`config.mk`:
```
export PLATFORM = sky130hd
export DESIGN_NAME = if_fetch_unit
export DESIGN_NICKNAME = d
export VERILOG_FILES = /design/src/rtl/if_fetch_unit.sv
export SDC_FILE = /design/constraint.sdc
export NUM_CORES = 1
export LEC_CHECK = 0
export CAP_MARGIN = 15
export CORE_MARGIN = 1
export CORE_UTILIZATION = 35
export DETAILED_ROUTE_END_ITERATION = 8
export GPL_TIMING_DRIVEN = 0
export SLEW_MARGIN = 40
export SYNTH_ARGS = -nofsm -noshare
export SYNTH_HDL_FRONTEND = slang
export SYNTH_SLANG_ARGS = --single-unit
```
`constraint.sdc`:
```
create_clock -name clk -period 4.5 [get_ports clk]
set_input_delay 0.45 -clock clk [delete_from_list [all_inputs] [get_ports clk]]
set_output_delay 0.45 -clock clk [all_outputs]
set_load 0.05 [all_outputs]
```
`src/rtl/if_fetch_unit.sv`:
```
// Instruction-fetch stage: owns the fetch PC, issues in-order imem requests and
// buffers the returned words in a DEPTH-entry queue presented to ID.

module if_fetch_entry #(
    parameter int XLEN = 32
) (
    input  logic            clk,
    input  logic            rst,
    input  logic            i_flush,
    input  logic            i_alloc,
    input  logic [XLEN-1:0] i_alloc_pc,
    input  logic            i_fill,
    input  logic [XLEN-1:0] i_fill_data,
    input  logic            i_deq,
    output logic [XLEN-1:0] o_pc,
    output logic [XLEN-1:0] o_instr,
    output logic            o_filled
);
    logic [XLEN-1:0] r_pc;
    logic [XLEN-1:0] r_instr;
    logic            r_filled;

    // Alloc, fill and dequeue never target the same entry in one cycle.
    always_ff @(posedge clk) begin
        if (rst) begin
            r_pc     <= '0;
            r_instr  <= '0;
            r_filled <= 1'b0;
        end else if (i_flush) begin
            r_filled <= 1'b0;
        end else begin
            if (i_alloc) begin
                r_pc     <= i_alloc_pc;
                r_filled <= 1'b0;
            end
            if (i_fill) begin
                r_instr  <= i_fill_data;
                r_filled <= 1'b1;
            end
            if (i_deq) r_filled <= 1'b0;
        end
    end

    assign o_pc     = r_pc;
    assign o_instr  = r_instr;
    assign o_filled = r_filled;
endmodule

module if_fetch_unit #(
    parameter int              XLEN     = 32,
    parameter int              DEPTH    = 4,
    parameter logic [XLEN-1:0] RESET_PC = '0
) (
    input  logic            clk,
    input  logic            rst,
    input  logic            redirect_valid,
    input  logic [XLEN-1:0] redirect_pc,
    output logic            imem_req_valid,
    input  logic            imem_req_ready,
    output logic [XLEN-1:0] imem_req_addr,
    input  logic            imem_rsp_valid,
    input  logic [XLEN-1:0] imem_rsp_data,
    output logic            id_valid,
    input  logic            id_ready,
    output logic [XLEN-1:0] id_pc,
    output logic [XLEN-1:0] id_instr
);
    localparam int PW = $clog2(DEPTH);
    localparam int CW = $clog2(DEPTH + 1);

    logic [XLEN-1:0] r_pc;
    logic [PW-1:0]   r_head, r_tail, r_fptr;
    logic [CW-1:0]   r_occ, r_pend, r_disc;

    logic [DEPTH-1:0][XLEN-1:0] w_ent_pc, w_ent_instr;
    logic [DEPTH-1:0]           w_ent_filled;
    logic [CW:0]                w_inflight;
    logic w_acc, w_deq, w_fill, w_drop, w_rsp_hit;
    logic w_unused_ok;

    assign w_unused_ok = &{1'b0, redirect_pc[1:0]};

    // Every accepted request holds either a queue slot or a discard credit.
    assign w_inflight     = {1'b0, r_occ} + {1'b0, r_disc};
    assign imem_req_valid = !rst && (w_inflight < (CW+1)'(DEPTH));
    assign imem_req_addr  = r_pc;

    assign w_acc     = imem_req_valid && imem_req_ready;
    assign w_deq     = id_valid && id_ready;
    assign w_drop    = imem_rsp_valid && (r_disc != '0);
    assign w_fill    = imem_rsp_valid && (r_disc == '0) && (r_pend != '0) && !redirect_valid;
    assign w_rsp_hit = imem_rsp_valid && ((r_disc != '0) || (r_pend != '0));

    generate
        for (genvar i = 0; i < DEPTH; i++) begin : g_ent
            if_fetch_entry #(.XLEN(XLEN)) u_ent (
                .clk        (clk),
                .rst        (rst),
                .i_flush    (redirect_valid),
                .i_alloc    (w_acc && (r_tail == PW'(i))),
                .i_alloc_pc (r_pc),
                .i_fill     (w_fill && (r_fptr == PW'(i))),
                .i_fill_data(imem_rsp_data),
                .i_deq      (w_deq && (r_head == PW'(i))),
                .o_pc       (w_ent_pc[i]),
                .o_instr    (w_ent_instr[i]),
                .o_filled   (w_ent_filled[i])
            );
        end
    endgenerate

    assign id_valid = (r_occ != '0) && w_ent_filled[r_head];
    assign id_pc    = id_valid ? w_ent_pc[r_head]    : '0;
    assign id_instr = id_valid ? w_ent_instr[r_head] : '0;

    always_ff @(posedge clk) begin
        if (rst) begin
            r_pc   <= RESET_PC;
            r_head <= '0;
            r_tail <= '0;
            r_fptr <= '0;
            r_occ  <= '0;
            r_pend <= '0;
            r_disc <= '0;
        end else if (redirect_valid) begin
            // Outstanding responses (pending, plus this cycle's accept, minus
            // this cycle's arrival) all become discard credits.
            r_pc   <= {redirect_pc[XLEN-1:2], 2'b00};
            r_head <= '0;
            r_tail <= '0;
            r_fptr <= '0;
            r_occ  <= '0;
            r_pend <= '0;
            r_disc <= r_disc + r_pend + CW'(w_acc) - CW'(w_rsp_hit);
        end else begin
            if (w_acc) r_pc <= r_pc + XLEN'(4);
            r_tail <= r_tail + PW'(w_acc);
            r_head <= r_head + PW'(w_deq);
            r_fptr <= r_fptr + PW'(w_fill);
            r_occ  <= r_occ + CW'(w_acc) - CW'(w_deq);
            r_pend <= r_pend + CW'(w_acc) - CW'(w_fill);
            r_disc <= r_disc - CW'(w_drop);
        end
    end
endmodule

```
==> impl_metrics.yaml <==
sta:
  hold_viol: 0
  slew_violations: 0
  slew_headroom: 0.378
  fmax_mhz: 242
  period_share: 0.919
  tns_ps: 0
  worst_slew_pin_slew_ps: 925
  setup_viol: 0
  skew_ps: 26.2
  rsz0062_at_grt: "no"
  holdWs_ps: 454
  fin_crit_ps: 4140
critical_path:
  startpoint_type: "flop"
  worstSetupPathType: "reg2out"
  cpPeakStageDelay_ps: 840
  worstPathArrival_ps: 3690
  crit_slowest_cell: "clkdlybuf4s50_1"
  worst-path-max-fanout: 10
  required_ps: 4050
  cp-end-kind: "output port"
  cpMostUsedCell: "buf_2"
  crit_chain: "buf_2, buf_2, clkbuf_1, mux4_2, nor2b_1, clkdlybuf4s50_1"
cts:
  cts_hold_buffers: 0
  root_buffer: "clkbuf_16"
  htree_levels: 2
  insertion_delay_ps: 520
  cts_made_buffers: 34
  clkTransAtPathRegs_ps: 60
  post_cts_buffers: 0
  clockBufferDepth: 3
  cts_resized: 0
  cts.sinks: 297
  cts_tree: "yes"
drt:
  ant_nets: 0
  first_pass_iters: 6
  drc: 0
  vias: 11566
  drt_iter0_markers: 966
  routedWlPerCell_um: 19.1
  avgViaCountPerCell: 5.24
  drt_wl_total_mm: 42.2
floorplan:
  row_count: 72
  ios: 168
  die_h_um: 200
  die_area_mm2: 0.0400
  dieWidth_um: 200
  initial_core_util: 0.355
  core_mm2: 0.0386
min_path:
  min_path_type: "reg2reg"
pwr:
  powerDensity_mw_per_mm2: 363
  combPwrFrac: 0.104
  pwr-share-seq: 0.437
  power_mw: 6.24
  vdd_drop_max_mv: 0.222
  p_int_mw: 4.67
  p_leak_nw: 6.91
  power.switching_mw: 1.57
  p_clk_frac: 0.459
  netSwitchingFraction: 0.252
global_routing:
  grt_first_pass_wirelength_mm: 64.6
  grt_overflow: 0
  first_global_vias: 11173
  track_usage: 0.211
  antenna_found_initial: 2
  grt_max_degree: 14
finish:
  area_growth_syn_to_layout_pct: 25.2
  antenna_cells: 0
  postLayoutCoreUtil: 0.445
  drive_gt1_frac: 0.101
  final_nets: 1754
synthesis:
  ys_ff_latch: 297
  yosysMostFrequentCell: "dfxtp_1"
  synth_top_area_cell: "dfxtp_1"
  avgSynthCellArea_um2: 9.36
  netlist_top_cells_count: "dfxtp_1, nand2_1, nor2_1"
  synthArstFlopShare: 0
  ys.warnings.count: 0
  ys_types: 60
  syn_area_mm2: 0.0137
  netlist_instances: 1467
  ys.flop_type: "dfxtp_1"
  synth_seq_area_share: 0.433
  synthTopCellsByArea: "dfxtp_1, mux2i_1, mux4_2, nand2_1, nor2_1"
  synth_top_area_share: 0.433
  synth_enable_flop_cells: 0
job:
  max-cap-violations: 0
place:
  io_buffers: 160
  hpwl_mm: 29.7
  place_congestion: 0.897
outcome:
  status: "complete, no violations"
==> cells in the final DEF (no fill, tap or decap), types with 5 or more instances in the layout <==
cell and n:
o31ai_1 5, clkbuf_16 35, dfxtp_1 297, inv_1 24, a211oi_1 13, nor2b_1 69
nor2_1 184, a21oi_1 108, a311oi_1 8, clkdlybuf4s50_1 160, o21ai_0 10, and2_1 11
xnor2_1 10, ha_1 14, clkbuf_1 92, nor4_1 8, and3_1 7, clkbuf_8 12
buf_2 37, and4_1 10, nand3_1 21, nor3_1 15, mux2i_1 154, nand2_1 215
nand4_1 22, mux4_2 62
==> worst max-delay path, delay by kind of cell (launching register included) <==
kind                   cells  cell delay, ps
buffers and inverters      4            2230
DFF                        1             390
muxes                      1             320
and+or+nand+nor            1             230
==> state kept, by name, summed over array words and instances, names as in the netlist <==
register              count
g_ent.u_ent.o_instr     128
g_ent.u_ent.o_pc        120
imem_req_addr            30
g_ent.u_ent.o_filled      4
r_disc                    3
r_occ                     3
r_pend                    3
r_fptr                    2
r_head                    2
r_tail                    2
==> layout make-up <==
| type | count | area (µm²) |
|---|---|---|
| inverter | 24 | 90.1 |
| clock buffer | 53 | 1060 |
| clock inverter | 7 | 108 |
| fill | 3700 | 21500 |
| tap | 518 | 648 |
| timing repair buffer | 160 | 1600 |
| buffer | 134 | 587 |
| multi-input combinational | 1015 | 7140 |
| sequential | 297 | 5950 |
==> power groups by stage <==
| stage | clock [mW] | sequential, mW | combinational (mW) |
|---|---|---|---|
| after floorplan | 0 | 2.84 | 0.331 |
| after global placement | 0 | 2.78 | 0.637 |
| after detailed placement | 0 | 2.79 | 0.643 |
| after CTS | 2.90 | 2.73 | 0.647 |
| after global routing | 3.01 | 2.73 | 0.701 |
| final | 2.86 | 2.73 | 0.648 |
==> worst paths after layout <==
kind | cells past startpoint | end | start | slack [ps]
worst max-delay path | 6 | id_pc[29] | r_head[1] | 360
worst min register to register | 2 | g_ent[3].u_ent.o_instr[23] | g_ent[3].u_ent.o_instr[23] | 450
worst max register to register | 11 | r_disc[2] | r_disc[1] | 1030
worst min-delay path | 2 | g_ent[3].u_ent.o_instr[23] | g_ent[3].u_ent.o_instr[23] | 450
==> per-stage QoR <==
stage | cell area, µm² | instances | setup slack, ps
detailed placement | 16000 | 2148 | 818
global placement | 16000 | 2148 | 797
CTS | 17200 | 2208 | 282
floorplan | 13700 | 1470 | 1610
global route | 17200 | 2208 | 235
finish | 17200 | 2208 | 363
==> routing by layer <==
layer / part of all wire / global-route usage
met1: 0.44 / 0.285
met2: 0.46 / 0.345
met3: 0.067 / 0.0323
met4: 0.026 / 0.0659
met5: 0.00024 / 0
==> logic make-up (layout without fill, tap and decap cells) <==
kind of cell | Yosys count | in the layout | share of synthesized area
other | 1 | 4 | 0.000273
XOR/XNOR | 14 | 14 | 0.0100
adder cells (fa/ha/maj) | 18 | 18 | 0.0186
AND/OR/NAND/NOR | 591 | 591 | 0.200
AO/OA/AOI/OAI | 172 | 172 | 0.0749
buffers and inverters | 158 | 378 | 0.0492
flip-flops | 297 | 297 | 0.433
multiplexers | 216 | 216 | 0.214
Note: power is estimated with default switching activity, not from simulation.
